`src/rtl/control_unit.sv`:
```
// control_unit: Moore sequencer driving the datapath control lines.
// Fetches an instruction (T0-T2), decodes ir[31:27] and steps through the
// register-transfer sequence of that instruction class (E3-E7). Stalls on
// mem_ready during memory accesses and halts on the halt opcode or on stop.
// Build option: CTRL_ILLEGAL_TRAP_EN makes illegal opcodes set the sticky
// illegal flag and halt; otherwise they behave as nop.
module control_unit #(
    parameter int T_WAIT_MAX = 0
) (
    input  logic        clock,
    input  logic        reset,
    input  logic        stop,
    input  logic [31:0] ir,
    input  logic        con_ff,
    input  logic        mem_ready,
    output logic        PCout,
    output logic        MDRout,
    output logic        ZLowOut,
    output logic        ZHighOut,
    output logic        Rout,
    output logic        BAout,
    output logic        Cout,
    output logic        MARin,
    output logic        MDRin,
    output logic        IRin,
    output logic        PCin,
    output logic        incPC,
    output logic        Yin,
    output logic        Zin,
    output logic        HIin,
    output logic        LOin,
    output logic        Rin,
    output logic        R15jal,
    output logic        CONN_in,
    output logic        Gra,
    output logic        Grb,
    output logic        Grc,
    output logic        read,
    output logic        write,
    output logic [4:0]  opcode,
    output logic        run,
    output logic        illegal,
    output logic [3:0]  state
);

    typedef enum logic [3:0] {
        S_T0   = 4'd0,
        S_T1   = 4'd1,
        S_T2   = 4'd2,
        S_E3   = 4'd3,
        S_E4   = 4'd4,
        S_E5   = 4'd5,
        S_E6   = 4'd6,
        S_E7   = 4'd7,
        S_HALT = 4'd8
    } state_t;

    typedef enum logic [3:0] {
        C_ALU, C_IMM, C_MULDIV, C_LD, C_ST, C_BR, C_JAL, C_NOP, C_HLT, C_ILL
    } iclass_t;

    state_t     cur_state;
    state_t     nxt_state;
    state_t     boundary;
    iclass_t    iclass;
    logic [4:0] op;
    logic       unused_bits;

    assign op          = ir[31:27];
    assign state       = cur_state;
    // Only the opcode field steers sequencing; the wait limit is reserved at 0.
    assign unused_bits = ^{ir[26:0], (T_WAIT_MAX != 0)};

    function automatic iclass_t decode_class(input logic [4:0] o);
        if (o <= 5'h0B)      return C_ALU;
        else if (o <= 5'h0E) return C_IMM;
        else if (o <= 5'h10) return C_MULDIV;
        case (o)
            5'h11:   return C_LD;
            5'h12:   return C_ST;
            5'h13:   return C_BR;
            5'h14:   return C_JAL;
            5'h15:   return C_NOP;
            5'h16:   return C_HLT;
            default: return C_ILL;
        endcase
    endfunction

    assign iclass = decode_class(op);

    // State register with synchronous active-low reset.
    always_ff @(posedge clock) begin
        // NOTE: sequential state uses non-blocking assignments so every flop
        // samples pre-edge values regardless of block ordering.
        if (!reset) cur_state <= S_T0;
        else        cur_state <= nxt_state;
    end

`ifdef CTRL_ILLEGAL_TRAP_EN
    logic illegal_q;

    // Sticky illegal-opcode flag, set when an illegal opcode is decoded in T2.
    always_ff @(posedge clock) begin
        if (!reset)                                  illegal_q <= 1'b0;
        else if (cur_state == S_T2 && iclass == C_ILL) illegal_q <= 1'b1;
    end

    assign illegal = illegal_q;
`else
    assign illegal = 1'b0;
`endif

    // Next-state logic: fetch, per-class execute steps, memory waits, stop.
    always_comb begin
        // NOTE: every variable gets a default first so no path infers a latch.
        nxt_state = cur_state;
        boundary  = stop ? S_HALT : S_T0;
        case (cur_state)
            S_T0: nxt_state = S_T1;
            S_T1: nxt_state = mem_ready ? S_T2 : S_T1;
            S_T2: begin
                case (iclass)
                    C_NOP:   nxt_state = boundary;
                    C_HLT:   nxt_state = S_HALT;
`ifdef CTRL_ILLEGAL_TRAP_EN
                    C_ILL:   nxt_state = S_HALT;
`else
                    C_ILL:   nxt_state = boundary;
`endif
                    default: nxt_state = S_E3;
                endcase
            end
            S_E3: nxt_state = S_E4;
            S_E4: nxt_state = (iclass == C_JAL) ? boundary : S_E5;
            S_E5: nxt_state = (iclass == C_ALU || iclass == C_IMM) ? boundary : S_E6;
            S_E6: begin
                case (iclass)
                    C_LD:    nxt_state = mem_ready ? S_E7 : S_E6;
                    C_ST:    nxt_state = S_E7;
                    default: nxt_state = boundary;
                endcase
            end
            S_E7: begin
                if (iclass == C_ST && !mem_ready) nxt_state = S_E7;
                else                              nxt_state = boundary;
            end
            S_HALT:  nxt_state = S_HALT;
            default: nxt_state = S_T0;
        endcase
    end

    // Moore output decode from current state and instruction class.
    always_comb begin
        PCout = 1'b0; MDRout = 1'b0; ZLowOut = 1'b0; ZHighOut = 1'b0;
        Rout  = 1'b0; BAout  = 1'b0; Cout    = 1'b0;
        MARin = 1'b0; MDRin  = 1'b0; IRin    = 1'b0; PCin  = 1'b0;
        incPC = 1'b0; Yin    = 1'b0; Zin     = 1'b0; HIin  = 1'b0;
        LOin  = 1'b0; Rin    = 1'b0; R15jal  = 1'b0; CONN_in = 1'b0;
        Gra   = 1'b0; Grb    = 1'b0; Grc     = 1'b0;
        read  = 1'b0; write  = 1'b0;
        opcode = 5'h00;
        run    = (cur_state != S_HALT);
        case (cur_state)
            S_T0: begin PCout = 1'b1; MARin = 1'b1; incPC = 1'b1; end
            S_T1: begin read = 1'b1; MDRin = 1'b1; end
            S_T2: begin MDRout = 1'b1; IRin = 1'b1; end
            S_E3: begin
                case (iclass)
                    C_ALU, C_IMM:  begin Grb = 1'b1; Rout = 1'b1; Yin = 1'b1; end
                    C_MULDIV:      begin Gra = 1'b1; Rout = 1'b1; Yin = 1'b1; end
                    C_LD, C_ST:    begin Grb = 1'b1; BAout = 1'b1; Yin = 1'b1; end
                    C_BR:          begin Gra = 1'b1; Rout = 1'b1; CONN_in = 1'b1; end
                    C_JAL:         begin PCout = 1'b1; R15jal = 1'b1; end
                    default: ;
                endcase
            end
            S_E4: begin
                case (iclass)
                    C_ALU:    begin Grc = 1'b1; Rout = 1'b1; Zin = 1'b1; opcode = op; end
                    C_IMM: begin
                        Cout = 1'b1;
                        Zin  = 1'b1;
                        case (op)
                            5'h0D:   opcode = 5'h02;
                            5'h0E:   opcode = 5'h03;
                            default: opcode = 5'h00;
                        endcase
                    end
                    C_MULDIV: begin Grb = 1'b1; Rout = 1'b1; Zin = 1'b1; opcode = op; end
                    C_LD, C_ST: begin Cout = 1'b1; Zin = 1'b1; end
                    C_BR:     begin PCout = 1'b1; Yin = 1'b1; end
                    C_JAL:    begin Gra = 1'b1; Rout = 1'b1; PCin = 1'b1; end
                    default: ;
                endcase
            end
            S_E5: begin
                case (iclass)
                    C_ALU, C_IMM: begin ZLowOut = 1'b1; Gra = 1'b1; Rin = 1'b1; end
                    C_MULDIV:     begin ZLowOut = 1'b1; LOin = 1'b1; end
                    C_LD, C_ST:   begin ZLowOut = 1'b1; MARin = 1'b1; end
                    C_BR:         begin Cout = 1'b1; Zin = 1'b1; end
                    default: ;
                endcase
            end
            S_E6: begin
                case (iclass)
                    C_MULDIV: begin ZHighOut = 1'b1; HIin = 1'b1; end
                    C_LD:     begin read = 1'b1; MDRin = 1'b1; end
                    C_ST:     begin Gra = 1'b1; Rout = 1'b1; MDRin = 1'b1; end
                    C_BR:     begin ZLowOut = con_ff; PCin = con_ff; end
                    default: ;
                endcase
            end
            S_E7: begin
                case (iclass)
                    C_LD:    begin MDRout = 1'b1; Gra = 1'b1; Rin = 1'b1; end
                    C_ST:    write = 1'b1;
                    default: ;
                endcase
            end
            default: ;
        endcase
    end

endmodule

```
`config.mk`:
```
export PLATFORM = sky130hd
export DESIGN_NAME = control_unit
export DESIGN_NICKNAME = d
export VERILOG_FILES = /design/src/rtl/control_unit.sv
export SDC_FILE = /design/constraint.sdc
export NUM_CORES = 1
export LEC_CHECK = 0
export BUFFER_PORTS_ARGS = -buffer_cell sky130_fd_sc_hd__buf_2
export CORE_MARGIN = 2
export CORE_UTILIZATION = 36
export DETAILED_ROUTE_END_ITERATION = 6
export GPL_ROUTABILITY_DRIVEN = 0
export PLACE_DENSITY = 0.77
export SLEW_MARGIN = 20
export SYNTH_ARGS = -nofsm -noshare
export SYNTH_HDL_FRONTEND = slang
export SYNTH_SLANG_ARGS = --single-unit
export TNS_END_PERCENT = 50
```
`constraint.sdc`:
```
create_clock -name clock -period 2.5 [get_ports clock]
set_clock_uncertainty 0.05 [all_clocks]
set_input_delay 0.75 -clock clock [delete_from_list [all_inputs] [get_ports clock]]
set_output_delay 0.75 -clock clock [all_outputs]
set_load 0.02 [all_outputs]
```
# ---- Word-level counts from Yosys, hierarchy flattened
# Index checks and enable logic that the tools add are counted.
dict set report classes {
  reduce_logical 15
  mux 58
  magnitude_cmp 3
  eq_ne 26
}
# op n
set op_table {}
lappend op_table {{case mux 4 bit (9 select lines)} 1}
lappend op_table {{== test 4 x 3 -> 1 bit (second input constant)} 8}
lappend op_table {{2-to-1 mux 4 bit} 8}
lappend op_table {{== test 5 bit (second input constant)} 6}
lappend op_table {{2-to-1 mux 1 bit} 28}
lappend op_table {{case mux 4 bit (6 select lines)} 1}
lappend op_table {{case mux 1 bit (2 select lines)} 11}
lappend op_table {{== test 4 x 2 -> 1 bit (second input constant)} 4}
lappend op_table {{case mux 4 bit (2 select lines)} 2}
lappend op_table {{== test 4 bit (second input constant)} 3}
lappend op_table {{== test 5 x 4 -> 1 bit (second input constant)} 2}
lappend op_table {{<= comparator 5 x 4 -> 1 bit (second input constant)} 2}
lappend op_table {{case mux 5 bit (2 select lines)} 1}
lappend op_table {{OR reduction 2 bit} 5}
lappend op_table {{== test 4 x 1 -> 1 bit (second input constant)} 2}
lappend op_table {{zero test 4 bit} 2}
lappend op_table {{OR reduction 4 bit} 2}
lappend op_table {{case mux 1 bit (3 select lines)} 2}
lappend op_table {{OR reduction 3 bit} 2}
lappend op_table {{<= comparator 5 bit (second input constant)} 1}
lappend op_table {{2-to-1 mux 5 bit} 1}
lappend op_table {{case mux 1 bit (5 select lines)} 1}
lappend op_table {{OR reduction 5 bit} 1}
lappend op_table {{inequality test 4 bit (second input constant)} 1}
lappend op_table {{5 further kinds} 5}
dict set report word_totals {
  inputBits 37
  wordCells 103
  ff_bits 4
}

# ---- Logic depth before layout (Yosys ltp)
# Gate-level depths: netlist of run 1.
dict set report logic_depth {
  ltp_word 9
  depth_mapped 7
  depth_no_buf 4
}

# ---- Least setup slack after synthesis of run 1
# OpenSTA, ideal clock, no wires.
dict set report synth_timing {
  path_type {in2out}
  startpoint {input ir[29]}
  endpoint {output ZHighOut}
  n_path_buf 3
  arrival_time_ps 2198
  t_required_ps 1700
  path_slack_ps -498
  path_stages 7
  path_cell_list {buf_6 or3b_4 buf_6 nor3_1 nor2_1 nor2_1 buf_4}
}
dict set report synth_between {
  elab_chain_cells 8
  elab_cells_between_ends 19
}
# item line_no
set synth_lines {}
lappend synth_lines {{from (decl)} 13} ;# input logic [31:0] ir,
lappend synth_lines {{<= comparator 5 bit} 77} ;# else if (o <= 5'h10) return C_MULDIV;
lappend synth_lines {{2-to-1 mux 1 bit} 77}
lappend synth_lines {{2-to-1 mux 1 bit} 76} ;# else if (o <= 5'h0E) return C_IMM;
lappend synth_lines {{2-to-1 mux 1 bit} 75} ;# if (o <= 5'h0B) return C_ALU;
lappend synth_lines {{2-to-1 mux 4 bit (*)} 78} ;# case (o)
lappend synth_lines {{== test 4 x 2 -> 1 bit (*)} -}
lappend synth_lines {{2-to-1 mux 1 bit (*) (2 in a row)} -}
lappend synth_lines {{to (decl)} 19} ;# output logic ZHighOut,
# Every way passes the cells marked *; elsewhere a longest branch is shown, timed or not.

# ---- Worst setup path in the final report of run 1
dict set report layout_timing {
  startpoint {input ir[30]}
  endpoint {output Gra}
}
dict set report layout_between {
  elab_chain_cells 9
  elab_cells_between_ends 31
}
# item line_no
set layout_lines {}
lappend layout_lines {{<= comparator 5 bit} 77}
lappend layout_lines {{2-to-1 mux 1 bit} 77}
lappend layout_lines {{2-to-1 mux 1 bit} 76}
lappend layout_lines {{2-to-1 mux 1 bit} 75}
lappend layout_lines {{2-to-1 mux 4 bit (*)} 78}
lappend layout_lines {{== test 4 x 1 -> 1 bit, or another cell as far along} 197} ;# case (iclass)
lappend layout_lines {{OR reduction 2 bit} -}
lappend layout_lines {{2-to-1 mux 1 bit (on tied branches)} {197, 168}}
lappend layout_lines {{case mux 1 bit (5 select lines) (*)} 163} ;# case (cur_state)
lappend layout_lines {{to (decl)} 35} ;# output logic Gra,
# Marks and branches as above.

==> impl_results.md, run 1 <==
* DRT iter0 DRCs at 34
* Most used DFF post-synth: dfxtp_1
* TritonCTS clock tree: built
* Global-route wire length before repair at 5280 microns
* R2r startpoint: state[0]
* RSZ-0062 raised after global routing: true
* Row cnt at 18
* P_sw at 191 uW
* Hold Startpoint: state[2]
* Mapped cell area at 908 sq um
* Placed wire-length estimate at 2430 microns
* Comb power frac at 61.7%
* EDFF count, synth at 0
* Slew Limit Fails at 0
* Vias in the first global route at 1146
* Minimum clock period at 2.84 ns
* Routed WL per cell at 13.9 microns
* Nets at 245
* Post-Syn Nets at 184
* Switching share of power at 45.4%
* Ys Warns at 0
* Req. time, crit path at 1.70 ns
* Setup Viol. Count Final at 22
* Maximum clock frequency at 352 MHz
* Residual DRC count at 0
* Fin area at 1550 sq um
* Largest register FFs at 4
* Max Fanout on Critical Path at 6
* CTS sink cnt at 4
* Status: complete, but fails checks
* Synth Area in Adders at 0%
* Longest Clk Path Bufs at 2
* Initial antenna violation count at 0
* Worst setup margin at -0.338 ns
* DR pass1 iterations at 4
* Sequential share of power at 18.1%
* Antenna cell count at 0
* Vias/cell at 5.62
* Largest family of logic cells by synthesized area: simple AND/OR/NAND/NOR gates
* Die H at 54.2 microns
* Reg2reg end: state[3]
* Post-Synth Simple-Gate Area at 46.6%
* Worst Setup Start Kind: input pin
* Leakage power at 0.000698 uW
* CTS Hold Bufs at 0
* Die span in x at 54.2 microns
* Worst Hold Path Cells at 4
* I/O Buffers at 43
* Cell Pwr Density at 271 nW/um^2
* # IOs at 72
* Final wirelength at 3270 microns
* Initial Utilization at 37.3%
* Post-synth cell types at 46
* Area growth, synth to finish at 70.5%
* Critical Path AT at 2.04 ns
* Vias at 1327
* VDD IR max at 0.216 mV
* R2r setup slk at 0.85 ns
* Endpoint class of the critical path: primary output
* Int Power at 229 uW
* Antenna-violating nets left at 0
* WS Path Type: in -> out
* Period utilization at 114%
* Fraction of layout cells with a size suffix above 1 at 50.5%
* Cells after synthesis at 147
* Failing checks: negative setup slack
* Area after DPL at 1380 sq um
* Clock network power share at 20.2%
* Worst reg2reg path depth at 4
* Place WS at -0.419 ns
* H-tree Lvls at 1
* Clk pin slew, worst setup/hold paths at 0.04 ns
* Tot GR Track Use at 24.2%
* FF+latch count, synth at 4
* Total negative slack at -4.30 ns
* Clk root buf: clkbuf_4
* Largest net degree at the start of global routing at 18
* Hold Path Sink: state[1]
* Mux contribution to synthesized area at 0%
* Register area share after synthesis at 8.82%
* HP Class: reg -> reg
* Clk Latency, worst-skew pair at 0.24 ns
* Post-synthesis xor/xnor area fraction at 0.964%
* Overflow after GRT at 0
* Synth Area in Compound Gates at 32.5%
* Final hold violation count at 0
* CTS Buf Count at 3
* Ys async rst share at 0%
* Syn_area_per_cell at 6.18 sq um
* DIE AREA at 2940 sq um
* Core area at 2430 sq um
* Number of max-cap violations at 0
-- cells in the final DEF, fill, tap and decap left out, types with 3 or more instances in the layout --
master and instances:
o211ai_1 3, buf_4 42, and3_1 5, nor2_4 4
inv_1 4, buf_2 21, nand3_1 7, o21ai_1 4
o21ai_0 5, a21oi_1 5, o21ai_2 4, nor3_1 3
dfxtp_1 4, nor2_1 12, nand3b_1 4, buf_6 7
a31oi_1 3, clkbuf_4 4, nand2_1 18
-- metal layers --
layer,vias to the layer above,routed length (microns),GRT usage (%),part of all wire [%]
met2,58,1560,40.4,48
met1,605,1440,32.5,44
met3,4,232,2.46,7.1
met5,-,0,0,0
met4,0,40,7.50,1.2
li1,660,-,-,-
-- cells in the mapped netlist (4+ instances only) --
master	n	area, sq um
a21oi_1	9	45.0
and3_1	5	31.3
clkbuf_1	8	30.0
dfxtp_1	4	80.1
inv_1	4	15.0
nand2_1	20	75.1
nand3_1	7	35.0
nand3b_1	4	30.0
nor2_1	18	67.6
nor3_1	6	30.0
o21ai_0	7	35.0
o21ai_1	6	30.0
-- area by class of cell --
type	count	area, sq um
Timing Repair Buffer	71	507
Sequential cell	4	80.1
Inverter	4	15.0
Fill cell	226	883
Tap cell	30	37.5
Multi-Input combinational cell	124	887
Clock buffer	3	22.5
-- worst max path at each step --
stage	from	endpoint	slack (ns)	cells past startpoint
2_1_floorplan	ir[29]	Gra	-0.30	5
3_3_place_gp	ir[30]	Gra	-0.41	6
3_5_place_dp	ir[30]	MDRout	-0.42	6
4_1_cts	ir[29]	Gra	-0.32	7
5_1_grt	ir[30]	Gra	-0.38	7
6_report	ir[30]	Gra	-0.34	7
-- critical path: stages --
cell and delay, ns:
buf_6 0.09, or3b_4 0.41, nor3b_4 0.19, buf_6 0.16
a21oi_4 0.06, o211ai_1 0.20, buf_4 0.18
-- kinds of logic (layout without fill, tap and decap cells) --
kind of cell    after synthesis  count (layout)
buf+inv                      19              78
other cells                   1               1
simple gates                 79              79
compound gates               43              43
flops                         4               4
xor+xnor                      1               1
-- timing repair --
action                     4_1_cts  5_1_grt
pin swaps                        6        6
buffers inserted                 2        0
setup endpoints to repair       24       24
resized for setup               26       14
-- metrics by stage --
stage / std cells / util [%] / total power [uW] / hold slack, ns
CTS: 236 / 61.5 / 409 / 0.731
floorplan: 147 / - / 233 / 0.808
finish: 236 / 63.7 / 419 / 0.734
detailed placement: 231 / 56.5 / 307 / 0.707
global route: 236 / 63.7 / 447 / 0.807
global placement: 231 / 56.5 / 304 / 0.702
-- power by group through the flow --
| stage | Combinational [uW] | Clock, uW | Sequential [uW] |
|---|---|---|---|
| 6_report | 259 | 84.7 | 75.9 |
| 3_3_place_gp | 227 | 0 | 76.4 |
| 3_5_place_dp | 230 | 0 | 76.6 |
| 4_1_cts | 248 | 85.6 | 75.7 |
| 2_1_floorplan | 154 | 0 | 78.5 |
| 5_1_grt | 281 | 88.8 | 77.3 |
Power figures use the tool's default switching activity.
==> inputs of run 2 (changes only) <==
--- a/config.mk
+++ b/config.mk
@@ -10,8 +10,7 @@
 export CORE_UTILIZATION = 36
 export DETAILED_ROUTE_END_ITERATION = 6
 export GPL_ROUTABILITY_DRIVEN = 0
-export PLACE_DENSITY = 0.77
-export SLEW_MARGIN = 20
+export PLACE_DENSITY_LB_ADDON = 0.2
 export SYNTH_ARGS = -nofsm -noshare
 export SYNTH_HDL_FRONTEND = slang
 export SYNTH_SLANG_ARGS = --single-unit
==> impl_results.md, run 2 (synthesized netlist as in run 1, its figures left out) <==
* Status: complete, but fails checks
* Failing checks: negative setup slack
* Placed wire-length estimate at 2580 microns
* # IOs at 72
* Antenna-violating nets left at 0
* CTS Hold Bufs at 0
* Clk pin slew, worst setup/hold paths at 0.04 ns
* Critical Path Source: ir[30]
* DRT iter0 DRCs at 37
* Area growth, synth to finish at 70.2%
* Overflow after GRT at 0
* Final wirelength at 3420 microns
* WS Path Type: in -> out
* Routed WL per cell at 14.6 microns
* Worst Setup Start Kind: input pin
* Largest register FFs at 4
* Period utilization at 112%
* Initial Utilization at 37.3%
* Tot GR Track Use at 24.7%
* Hold Startpoint: state[2]
* Place WS at -0.391 ns
* Vias in the first global route at 1186
* VDD IR max at 0.282 mV
* Fraction of layout cells with a size suffix above 1 at 52.5%
* Commonest non-fill, non-tap cell in the layout: buf_4
* Antenna cell count at 0
* Nets at 243
* Cell Pwr Density at 271 nW/um^2
* Post-Place Cells at 230
* I/O Buffers at 43
* Clk Latency, worst-skew pair at 0.23 ns
* TritonCTS clock tree: built
* Worst Hold Path Cells at 3
* Final hold violation count at 0
* Uppermost routed layer: met4
* Maximum clock frequency at 357 MHz
* Final core utilization at 63.6%
* Vias at 1337
* Row cnt at 18
* Total negative slack at -4.28 ns
* Number of max-cap violations at 0
* R2r startpoint: state[0]
* Clk root buf: clkbuf_4
* Global-route wire length before repair at 5420 microns
* Setup Viol. Count Final at 22
* Initial antenna violation count at 0
* Wl on met1 at 1470 microns
* Longest Clk Path Bufs at 2
* Met2 WL at 1690 microns
* Largest net degree at the start of global routing at 18
* Slew Limit Fails at 0
* Hold Path Sink: state[3]
* Leakage power at 0.000676 uW
* Minimum clock period at 2.80 ns
* Endpoint class of the critical path: primary output
* CTS Buf Count at 3
* Reg2reg end: state[3]
* Max Fanout on Critical Path at 4
* HP Class: reg -> reg
* H-tree Lvls at 1
* Core area at 2430 sq um
* Residual DRC count at 0
* Commonest non-fill, non-tap cells in the layout: buf_4 (39), buf_2 (20), nand2_1 (16)
* Vias/cell at 5.71
* RSZ-0062 raised after global routing: true
* DIE AREA at 2940 sq um
* Die span in x at 54.2 microns
* Area after DPL at 1370 sq um
* Fin area at 1550 sq um
* Critical Path AT at 2.00 ns
* R2r setup slk at 0.80 ns
* DR pass1 iterations at 4
* Worst setup margin at -0.301 ns
* Req. time, crit path at 1.70 ns
* Worst reg2reg path depth at 4
* Die H at 54.2 microns
* Fin cells at 234
* Met3 wire len at 223 microns
* CTS sink cnt at 4
## run 2: changes by cell type in the layout (fill, tap and decap cells not counted), moves of 2 or more
cell / delta
buf_4: -3
buf_6: +2
nand2_1: -2
nand2_2: +3
nor2_2: +2
o21ai_1: -2
## run 2: layer usage
metal / global-route usage [%] / vias up
met5: 0 / -
met4: 7.50 / 0
met3: 2.46 / 4
met2: 42.8 / 52
met1: 32.1 / 633
li1: - / 648
## run 2: layout make-up
type / instances / area (sq um)
Timing Repair Buffer: 69 / 502
Inverter: 4 / 15.0
Tap cell: 30 / 37.5
Fill cell: 233 / 886
Clock buffer: 3 / 22.5
Multi-Input combinational cell: 124 / 886
Sequential cell: 4 / 83.8
## run 2: timing repair
item,in CTS,in global routing
endpoints found under the setup margin,24,27
pin swaps,4,5
setup buffers,1,0
gates resized for setup,35,11
## run 2: how the worst max path moves through the flow
stage | end | slack [ns] | cells after the start
after floorplan | Gra | -0.30 | 5
after global placement | Grb | -0.37 | 7
after detailed placement | Grb | -0.39 | 7
after CTS | Gra | -0.32 | 7
after global routing | Gra | -0.34 | 7
final | Gra | -0.30 | 7
## run 2: where the power goes
part	internal [uW]	total [uW]	leakage [uW]	switching (uW)
clock	53.8	81.4	0.0000138	27.6
combinational	104	256	0.000629	151
sequential	68.3	81.4	0.0000335	13.1
total	227	418	0.000676	192
## run 2: worst max-delay path, stage by stage
cell      delay [ns]
buf_6           0.09
or3b_4          0.40
nor3b_4         0.18
buf_6           0.16
a21oi_4         0.05
o211ai_1        0.19
buf_4           0.17
## run 2: per-stage QoR
stage	hold WS (ns)	power, uW
2_1_floorplan	0.808	233
3_3_place_gp	0.731	302
3_5_place_dp	0.747	308
4_1_cts	0.758	413
5_1_grt	0.773	446
6_report	0.731	418
==> inputs of run 3 (changes only) <==
==> constraint.sdc (replaced) <==
create_clock -name clock -period 2.72 [get_ports clock]
set_clock_uncertainty 0.05 [all_clocks]
set_input_delay 0.816 -clock clock [delete_from_list [all_inputs] [get_ports clock]]
set_output_delay 0.816 -clock clock [all_outputs]
set_load 0.02 [all_outputs]
==> impl_results.md, run 3 (synthesized netlist as in run 1, its figures left out) <==
* Vias/cell at 5.82
* Vias at 1339
* WS Path Type: in -> out
* Placed wire-length estimate at 2490 microns
* Layout fillers at 237
* Clk pin slew, worst setup/hold paths at 0.04 ns
* Setup Viol. Count Final at 20
* Row cnt at 18
* Fraction of layout cells with a size suffix above 1 at 47.0%
* Period utilization at 109%
* Nets at 239
* Minimum clock period at 2.96 ns
* Antenna cell count at 0
* DR pass1 iterations at 4
* Final hold violation count at 0
* VDD IR max at 0.202 mV
* DIE AREA at 2940 sq um
* Tot GR Track Use at 24.4%
* Max Fanout on Critical Path at 5
* Endpoint class of the critical path: primary output
* Die span in x at 54.2 microns
* I/O Buffers at 43
* CTS Hold Bufs at 0
* Area after DPL at 1330 sq um
* Initial Utilization at 37.3%
* Largest net degree at the start of global routing at 18
* Int Power at 206 uW
* Cell Pwr Density at 255 nW/um^2
* Commonest non-fill, non-tap cell in the layout: buf_4
* Overflow after GRT at 0
* Sequential share of power at 18.9%
* Leakage power at 0.000658 uW
* CTS sink cnt at 4
* TritonCTS clock tree: built
* Worst setup margin at -0.237 ns
* Final wirelength at 3440 microns
* R2r setup slk at 1.08 ns
* Worst Setup Start Kind: input pin
* Comb power frac at 61.6%
* H-tree Lvls at 1
* Req. time, crit path at 1.85 ns
* Critical Path AT at 2.09 ns
* Clk Latency, worst-skew pair at 0.24 ns
* HP Class: reg -> reg
* Failing checks: negative setup slack
* Number of max-cap violations at 0
* Status: complete, but fails checks
* Vias in the first global route at 1196
* Die H at 54.2 microns
* Clk root buf: clkbuf_4
* Switching share of power at 45.2%
* RSZ-0062 raised after global routing: true
* Area growth, synth to finish at 62.4%
* Longest Clk Path Bufs at 2
* P_sw at 170 uW
* Residual DRC count at 0
* # IOs at 72
* Global-route wire length before repair at 5420 microns
* Final core utilization at 60.6%
* Maximum clock frequency at 338 MHz
* Core area at 2430 sq um
* DRT iter0 DRCs at 27
* Routed WL per cell at 14.9 microns
* Fin area at 1480 sq um
* Commonest non-fill, non-tap cells in the layout: buf_4 (32), buf_2 (23), nand2_1 (19)
* Slew Limit Fails at 0
* Clock network power share at 19.5%
* Largest register FFs at 4
* Antenna-violating nets left at 0
* Initial antenna violation count at 0
* CTS Buf Count at 3
-- run 3: cell types whose count changed in the layout (fill, tap and decap cells not counted), sizes merged --
cell,delta
buf,-3
clkbuf,-1
-- run 3: final cells by class --
cell class              count  area, sq um  share of cell area (%)
well taps                  30         37.5                    2.54
inverters                   4         15.0                    1.02
clock buffers               3         22.5                    1.53
flip-flops and latches      4         81.3                    5.51
multi-input cells         124          851                    57.7
repair buffers             65          468                    31.7
-- run 3: final timing paths --
kind / depth (start not counted) / to / from
min: 3 / state[1] / state[2]
max reg2reg: 5 / state[3] / state[0]
max: 7 / Gra / ir[30]
min reg2reg: 3 / state[1] / state[2]
-- run 3: what timing repair did --
| item | CTS | global route |
|---|---|---|
| endpoints found under the setup margin | 22 | 23 |
| setup buffers | 1 | 0 |
| gates resized for setup | 26 | 10 |
| pin swaps | 4 | 4 |
-- run 3: worst max-delay path, cell delays in order --
cell      delay, ns
buf_6          0.09
or3b_4         0.42
nor3b_4        0.19
buf_6          0.16
a21oi_4        0.06
o211ai_1       0.19
buf_4          0.17
-- run 3: routing by layer --
layer  track usage, %  wire length [microns]
met2             41.2                   1730
met3             1.91                    208
met4             8.75                     68
met5                0                      0
met1             32.3                   1430
-- run 3: power by group through the flow --
stage / Clock (uW) / Sequential (uW) / Combinational, uW
final: 73.3 / 71.0 / 231
after global routing: 77.5 / 72.5 / 251
after CTS: 73.2 / 70.7 / 220
after detailed placement: 0 / 71.5 / 206
after global placement: 0 / 71.2 / 202
after floorplan: 0 / 72.1 / 140
-- run 3: metrics by stage --
| stage | setup WS [ns] | hold slack (ns) | setup TNS (ns) | std cells | total power, uW |
|---|---|---|---|---|---|
| final | -0.237 | 0.746 | -2.71 | 230 | 376 |
| after global routing | -0.279 | 0.793 | -3.99 | 230 | 401 |
| after CTS | -0.227 | 0.773 | -2.59 | 230 | 364 |
| after detailed placement | -0.298 | 0.768 | -4.19 | 226 | 277 |
| after global placement | -0.294 | 0.756 | -3.95 | 226 | 274 |
| after floorplan | -0.216 | 0.808 | -1.83 | 147 | 212 |
